===== config.mk =====
export PLATFORM = sky130hd
export DESIGN_NAME = pipeline_ctrl
export DESIGN_NICKNAME = d
export VERILOG_FILES = /design/src/rtl/pipe_pkg.sv /design/src/rtl/reg_match.sv /design/src/rtl/pipeline_ctrl.sv
export SDC_FILE = /design/constraint.sdc
export NUM_CORES = 1
export LEC_CHECK = 0
export CORE_ASPECT_RATIO = 0.7
export CORE_UTILIZATION = 34
export DETAILED_ROUTE_END_ITERATION = 12
export GPL_ROUTABILITY_DRIVEN = 0
export PLACE_DENSITY = 0.75
export SKIP_CTS_REPAIR_TIMING = 1
export SLEW_MARGIN = 20
export SYNTH_ARGS = -nofsm -noshare
export SYNTH_HDL_FRONTEND = slang
export SYNTH_SLANG_ARGS = --single-unit

===== constraint.sdc =====
create_clock -name clk -period 2 [get_ports clk]
set_clock_uncertainty 0.15 [all_clocks]
set_input_delay 0.5 -clock clk [delete_from_list [all_inputs] [get_ports clk]]
set_output_delay 0.5 -clock clk [all_outputs]
set_load 0.01 [all_outputs]

===== src/rtl/pipe_pkg.sv =====
// pipe_pkg: shared definitions for the pipeline controller.
//   - update command codes driven onto fd/de/ew pipeline registers
//   - controller state encoding
//   - register-id, index, write-enable and counter widths
package pipe_pkg;

    localparam int UPD_W     = 2;
    localparam int REG_ID_W  = 6;   // bit5 = FP file, [4:0] = index
    localparam int REG_IDX_W = 5;
    localparam int RW_W      = 2;   // nonzero = writes, bit1 = FP file
    localparam int CNT_W     = 5;

    localparam logic [UPD_W-1:0] UPD_HOLD  = 2'b00;
    localparam logic [UPD_W-1:0] UPD_ADV   = 2'b01;
    localparam logic [UPD_W-1:0] UPD_FLUSH = 2'b10;

    typedef enum logic [1:0] {
        ST_RUN  = 2'd0,
        ST_WAIT = 2'd1,
        ST_HALT = 2'd2
    } state_t;

endpackage


===== src/rtl/reg_match.sv =====
// reg_match: flags a read-after-write hazard between one decode-stage
// source register and the E-stage destination.
// Ports:
//   r_i   [5:0] decode source register (bit5 = FP file)
//   rw_i  [1:0] E-stage write enable (nonzero = writes, bit1 = FP file)
//   rd_i  [4:0] E-stage destination index
//   hit_o       source matches the pending E-stage write
module reg_match
    import pipe_pkg::*;
(
    input  logic [REG_ID_W-1:0]  r_i,
    input  logic [RW_W-1:0]      rw_i,
    input  logic [REG_IDX_W-1:0] rd_i,
    output logic                 hit_o
);

    // Register 0 is deliberately not treated as a hardwired zero here.
    assign hit_o = (rw_i != '0)
                && (rw_i[1] == r_i[REG_ID_W-1])
                && (rd_i == r_i[REG_IDX_W-1:0]);

endmodule


===== src/rtl/pipeline_ctrl.sv =====
// pipeline_ctrl: stall/flush/halt controller for a fetch-decode-execute
// pipeline.
// Ports:
//   clk, rstn                     clock, async active-low reset
//   d_rs, d_rt       [5:0]        decode-stage source registers
//   de_rw            [1:0]        E-stage write enable
//   de_rd            [4:0]        E-stage destination index
//   de_is_load                    E-stage result not forwardable yet
//   de_wait_time     [4:0]        extra E cycles needed (0 = single cycle)
//   e_redirect                    E-stage branch/jump taken
//   de_stop                       E-stage instruction is a stop
//   resume                        pulse to leave HALT
//   fd_update, de_update,
//   ew_update        [1:0]        pipeline register commands (hold/adv/flush)
//   pc_en                         PC loads next PC
//   e_busy                        multi-cycle stall in progress
//   halted                        core stopped
//   dbg_state        [1:0]        current controller state
module pipeline_ctrl
    import pipe_pkg::*;
(
    input  logic                 clk,
    input  logic                 rstn,
    input  logic [REG_ID_W-1:0]  d_rs,
    input  logic [REG_ID_W-1:0]  d_rt,
    input  logic [RW_W-1:0]      de_rw,
    input  logic [REG_IDX_W-1:0] de_rd,
    input  logic                 de_is_load,
    input  logic [CNT_W-1:0]     de_wait_time,
    input  logic                 e_redirect,
    input  logic                 de_stop,
    input  logic                 resume,
    output logic [UPD_W-1:0]     fd_update,
    output logic [UPD_W-1:0]     de_update,
    output logic [UPD_W-1:0]     ew_update,
    output logic                 pc_en,
    output logic                 e_busy,
    output logic                 halted,
    output logic [1:0]           dbg_state
);

    state_t           state_q, state_d;
    logic [CNT_W-1:0] cnt_q, cnt_d;

    logic rs_hit, rt_hit, load_use;
    logic stall, complete;

    reg_match u_match_rs (
        .r_i   (d_rs),
        .rw_i  (de_rw),
        .rd_i  (de_rd),
        .hit_o (rs_hit)
    );

    reg_match u_match_rt (
        .r_i   (d_rt),
        .rw_i  (de_rw),
        .rd_i  (de_rd),
        .hit_o (rt_hit)
    );

    assign load_use  = de_is_load && (rs_hit || rt_hit);
    assign dbg_state = state_q;

    always_ff @(posedge clk or negedge rstn) begin
        if (!rstn) begin
            state_q <= ST_RUN;
            cnt_q   <= '0;
        end else begin
            state_q <= state_d;
            cnt_q   <= cnt_d;
        end
    end

    always_comb begin
        state_d   = state_q;
        cnt_d     = cnt_q;
        fd_update = UPD_HOLD;
        de_update = UPD_HOLD;
        ew_update = UPD_HOLD;
        pc_en     = 1'b0;
        e_busy    = 1'b0;
        halted    = 1'b0;
        stall     = 1'b0;
        complete  = 1'b0;

        if (!rstn) begin
            // Outputs stay quiet for as long as reset is held.
            state_d = ST_RUN;
            cnt_d   = '0;
        end else begin
            case (state_q)
                ST_RUN: begin
                    if (de_wait_time != '0) begin
                        // This cycle is the first of N stall cycles, so
                        // N-1 further cycles remain before release.
                        stall   = 1'b1;
                        cnt_d   = de_wait_time - 5'd1;
                        state_d = ST_WAIT;
                    end else begin
                        complete = 1'b1;
                    end
                end
                ST_WAIT: begin
                    if (cnt_q != '0) begin
                        stall = 1'b1;
                        cnt_d = cnt_q - 5'd1;
                    end else begin
                        // Release: the held wait_time is ignored now.
                        complete = 1'b1;
                        state_d  = ST_RUN;
                    end
                end
                ST_HALT: begin
                    halted = 1'b1;
                    if (resume) state_d = ST_RUN;
                end
                default: begin
                    state_d = ST_RUN;
                    cnt_d   = '0;
                end
            endcase

            if (stall) begin
                // Keep the instruction in E; send a bubble downstream.
                ew_update = UPD_FLUSH;
                e_busy    = 1'b1;
            end

            if (complete) begin
                if (de_stop) begin
                    fd_update = UPD_FLUSH;
                    de_update = UPD_FLUSH;
                    ew_update = UPD_ADV;
                    state_d   = ST_HALT;
                end else if (e_redirect) begin
                    fd_update = UPD_FLUSH;
                    de_update = UPD_FLUSH;
                    ew_update = UPD_ADV;
                    pc_en     = 1'b1;
                end else if (load_use) begin
                    de_update = UPD_FLUSH;
                    ew_update = UPD_ADV;
                end else begin
                    fd_update = UPD_ADV;
                    de_update = UPD_ADV;
                    ew_update = UPD_ADV;
                    pc_en     = 1'b1;
                end
            end
        end
    end

endmodule


==> metrics.txt, run 1 <==
Initial Util 0.3761; fin. max-slew vios 0; Synth-to-Final Area Change 122.4%; critical path type input port to primary output; pre-CTS WS -979.2 ps; H-tree levels 1; CP arrival 1720 ps; global-route wire length before repair 4015 um; Synth cell types 34; core area about 1900 um2; die width approximately 57 um; root buffer cell clkbuf_4; ANT cells 0; flop and latch count out of synthesis 7; RSZ-0062 raised after global routing yes; Cell Pwr Density around 860 nW/um2; WL per Instance 17.72 um; period utilisation layout 1.184; failing checks setup timing; Vias per Instance 5.489; CP Capture Type primary output; clock sinks 7; largest net degree at the start of global routing 9; Yosys top cell area share 0.2426; vias in the first global route about 860; die height 40.56 um; CP Max Fanout 3; Port Buf Inserts 40; All-Layer GR Usage 0.2392; Synth area leader dfrtp_1; Seq/Total Area, Yosys 0.2426; cell count after synthesis 95; CP Launch Type input port; worst min path class input port to async pin; DRC 0; Post-synth EDFFs 0; synth warn 0; final core utilization 0.8364; setup ws final -368.8 ps; top post-synthesis cells by area dfrtp_1, xnor2_1, nor2_1; Max-Cap Viols 0; Leakage roughly 0.93 nW; Mean Syn Cell Area roughly 7.6 um2; ys flop type dfrtp_1; CTS tree yes; Via Count between 1k and 1.5k; synthesized area between 700 and 800 um2; Total Neg Setup Slack -2816 ps; Ports 41; setup violators final 11; FF+latch area between 150 and 200 um2; nets@finish 200; TritonCTS buffer count 3; Crit path required time 1350 ps; Slew headroom 0.7684; initial antenna violation count 0; final hold vios 0; hpwl dp around 2200 um; DRT Wirelength between 3000 and 4000 um; Fillers between 100 and 150; Overflow after GRT 0; syn nets around 130; Max rail drop VDD between 0.0004 and 0.0005 V; minimum clock period between 2000 and 2500 ps; CTS max path bufs 2; post-route ant nets 0; # rows 13; Worst-Margin Slew around 350 ps; run status finished with violations; fraction of registers with async set/reset 1.000; share of layout cells above drive strength 1 0.5060; FMAX 422.2 MHz; DR iter-0 viols 65; Pre-antenna DRT Iters 4; multi-input combinational cell area about 660 um2; Clk pin slew, worst setup/hold paths roughly 60 ps; DIE AREA between 2000 and 2500 um2; clock latency at the later pin of the worst-skew pair between 200 and 300 ps; synth cell count leaders nor2_1, a21oi_1, dfrtp_1, inv_1, xnor2_1; most frequent cell after synthesis nor2_1
==> path summary, 6_finish.rpt <==
kind | startpoint | end | slack, ps | cells past startpoint
worst max-delay path | de_rd[1] | pc_en | -370 | 7
worst min-delay path | rstn | cnt_q[4] | 170 | 2
worst max register to register | dbg_state[0] | cnt_q[4] | -200 | 10
worst min register to register | cnt_q[0] | cnt_q[0] | 500 | 2
max in group asynchronous | rstn | dbg_state[0] | 1330 | 3
min in group clk | cnt_q[0] | cnt_q[0] | 500 | 2
==> through the flow <==
| stage | instance area [um2] | hold slack (ps) | cells | total power [mW] |
|---|---|---|---|---|
| after CTS | 1388 | 452.3 | 186 | 1.154 |
| final | 1605 | 173.5 | 190 | 1.380 |
| after detailed placement | 1360 | 442.4 | 182 | 1.012 |
| after floorplan | 742.0 | 54.41 | 95 | 0.6066 |
| after global placement | 1360 | 446.6 | 182 | 0.9951 |
| after global routing | 1605 | 189.3 | 190 | 1.465 |
==> report_power, final <==
group	internal (mW)	leakage [nW]	switching (mW)	total, mW
Clock	0.0739	0.0177	0.0667	0.141
Combinational	0.525	0.822	0.455	0.980
Sequential	0.197	0.0879	0.0629	0.260
==> per-layer routing <==
layer | part of all wire | vias up | track usage
met3 | 0.076 | 4 | 0.04194
li1 | - | 487 | -
met2 | 0.50 | 52 | 0.3882
met4 | 0.011 | 0 | 0.06707
met5 | 0 | - | 0
met1 | 0.41 | 500 | 0.3302
==> cells in the final DEF, fill, tap and decap left out, types with 3 or more instances in the layout <==
master           synthesis  final
clkbuf_4                 0      3
dfrtp_1                  7      5
inv_1                    7      6
nor3_1                   4      3
mux2i_1                  3      3
o21ai_1                  2      3
buf_4                    2     29
xor2_1                   4      4
clkbuf_2                 1      7
o21ai_0                  4      3
dlymetal6s2s_1           0     19
buf_6                    0     12
nor2_1                  10      8
clkdlybuf4s50_1          0      3
xnor2_2                  0      6
nand2_1                  6      6
a21oi_1                  7      5
==> sequential cells by signal, indices dropped and copies added (netlist names) <==
name       count
dbg_state      2
cnt_q          5
==> area by class of cell <==
cell class                 count  share of cell area
tap                           22             0.01715
timing repair buffer          73              0.4240
inverter                       7             0.01793
clock buffer                   3             0.01403
clock inverter                 1            0.003118
sequential                     7              0.1107
multi-input combinational     77              0.4131
==> cells by family (layout without fill, tap and decap cells) <==
logic type / count (synthesis) / count (layout) / share of synthesized area
AOI/OAI and AO/OA: 24 / 24 / 0.2184
xor gates and xnor gates: 11 / 11 / 0.1334
adders and majority gates: 1 / 1 / 0.01733
buffers and inverters: 11 / 84 / 0.06931
DFF: 7 / 7 / 0.2426
muxes: 3 / 3 / 0.04160
and+or+nand+nor: 38 / 38 / 0.2773
==> worst max-delay path: stages <==
cell,delay (ps)
buf_4,130
xnor2_2,140
nand4_1,150
nor4_2,300
nor2_1,120
o211a_1,240
buf_2,140
No activity file was read; power rests on OpenSTA's default activity.
==> inputs of run 2 (changes only) <==
--- a/config.mk
+++ b/config.mk
@@ -11,7 +11,6 @@
 export GPL_ROUTABILITY_DRIVEN = 0
 export PLACE_DENSITY = 0.75
 export SKIP_CTS_REPAIR_TIMING = 1
-export SLEW_MARGIN = 20
 export SYNTH_ARGS = -nofsm -noshare
 export SYNTH_HDL_FRONTEND = slang
 export SYNTH_SLANG_ARGS = --single-unit
==> constraint.sdc (replaced) <==
create_clock -name clk -period 2.1 [get_ports clk]
set_clock_uncertainty 0.15 [all_clocks]
set_input_delay 0.63 -clock clk [delete_from_list [all_inputs] [get_ports clk]]
set_output_delay 0.63 -clock clk [all_outputs]
set_load 0.01 [all_outputs]
==> metrics.txt, run 2 (synthesis gave the netlist of run 1 again) <==
setup violators final 9; CTS tree yes; global-route wire length before repair about 4800 um; CP Capture Type primary output; share of layout cells above drive strength 1 0.4682; Pre-antenna DRT Iters 4; core area between 1500 and 2000 um2; CTS max path bufs 2; Worst R2R Start dbg_state[1]; clock latency at the later pin of the worst-skew pair ~270 ps; Initial Util 0.3761; Crit path required time between 1000 and 1500 ps; Vias per Instance 6.154; Ports 41; setup ws final -650.2 ps; worst r2r dst cnt_q[2]; final core utilization 0.8592; crit-path cells dlymetal6s2s_1, xnor2_1, nand4_1, nor4_1, nor2_1, buf_4, o211a_1, buf_2; die height approximately 40 um; TritonCTS buffer count 3; Reg with most FFs cnt_q; # rows 13; Leakage about 1 nW; failing checks setup timing; CP Launch Type input port; nets@finish slightly above 200; vias in the first global route 1000; Via Count between 1k and 1.5k; final hold vios 0; Worst-Margin Slew between 300 and 400 ps; Largest stage delay, worst path 240 ps; clock sinks 7; DR iter-0 viols slightly below 100; minimum clock period about 2800 ps; post-route ant nets 0; RSZ-0062 raised after global routing yes; WL per Instance around 21 um; fin. max-slew vios 0; critical path type input port to primary output; Largest register FFs 5; Power, Total about 1.3 mW; flop2flop setup slack -20 ps; Slew headroom 0.7363; worst min path class input port to async pin; FMAX between 300 and 400 MHz; Synth-to-Final Area Change 128.4%; Clk pin slew, worst setup/hold paths roughly 60 ps; Cell Pwr Density roughly 810 nW/um2; CP arrival 1970 ps; largest net degree at the start of global routing 9; Overflow after GRT 0; Reg2Reg Depth 10; DIE AREA approximately 2300 um2; H-tree levels 1; die width approximately 57 um; CP Max Fanout 2; crit path max-delay cell type nor4_1; All-Layer GR Usage 0.3022; DRT Wirelength about 4100 um; ANT cells 0; Max-Cap Viols 0; run status finished with violations; Fillers 95; initial antenna violation count 0; DRC 0; root buffer cell clkbuf_4; commonest non-fill, non-tap cell in the layout buf_4; Port Buf Inserts 40; most frequent cells in the layout buf_4, dlymetal6s2s_1, nor2_1; period utilisation layout 1.310; hpwl dp about 2600 um; Max rail drop VDD between 0.0005 and 0.0006 V
## run 2: cell count changes in the layout (fill, tap and decap cells not counted), sizes merged
cell          change
dlymetal6s2s      +7
clkinv            -1
buf               +1
clkbuf            -2
## run 2: cell type report
class	instances	area, um2	area share
Timing Repair Buffer	78	739.5	0.4484
Multi-Input combinational cell	77	650.6	0.3945
Sequential cell	7	176.4	0.1070
Inverter	7	28.78	0.01745
Tap cell	22	27.53	0.01669
Clock buffer	4	26.28	0.01593
## run 2: stage by stage
stage | worst slack [ps] | setup TNS (ps) | cell area, um2 | hold WS [ps] | cells
finish | -650.2 | -3670 | 1649 | 189.7 | 195
global route | -669.4 | -4080 | 1649 | 179.0 | 195
CTS | -1191 | -10040 | 1431 | 469.2 | 188
detailed placement | -1195 | -11020 | 1405 | 460.5 | 184
global placement | -1155 | -10190 | 1405 | 442.1 | 184
floorplan | -201.9 | -544.5 | 772.0 | 184.4 | 95
## run 2: critical path, delay by kind of cell
kind | cells | cell delay, ps
xor+xnor | 1 | 170
simple gates | 3 | 490
compound gates | 1 | 210
buf+inv | 3 | 470
## run 2: how the worst max path moves through the flow
stage,depth (start not counted),slack [ps],from,endpoint
2_1_floorplan,6,-200,de_wait_time[3],fd_update[0]
3_3_place_gp,7,-1150,de_rd[4],pc_en
3_5_place_dp,7,-1200,de_rd[4],pc_en
4_1_cts,7,-1190,de_rd[4],pc_en
5_1_grt,8,-670,d_rs[5],pc_en
6_report,8,-650,de_rd[4],pc_en
## run 2: metal layers
metal | wire (um) | GRT usage | vias up | share of wire
met4 | 369 | 0.1890 | 0 | 0.089
met5 | 0 | 0 | - | 0
met2 | 1860 | 0.5176 | 100 | 0.45
met1 | 1577 | 0.3521 | 557 | 0.38
met3 | 342 | 0.08065 | 47 | 0.082
li1 | - | - | 496 | -
## run 2: power breakdown
group	total, mW	internal, mW	switching, mW
Clock	0.134	0.0732	0.0606
Sequential	0.249	0.186	0.0633
Combinational	0.951	0.492	0.459
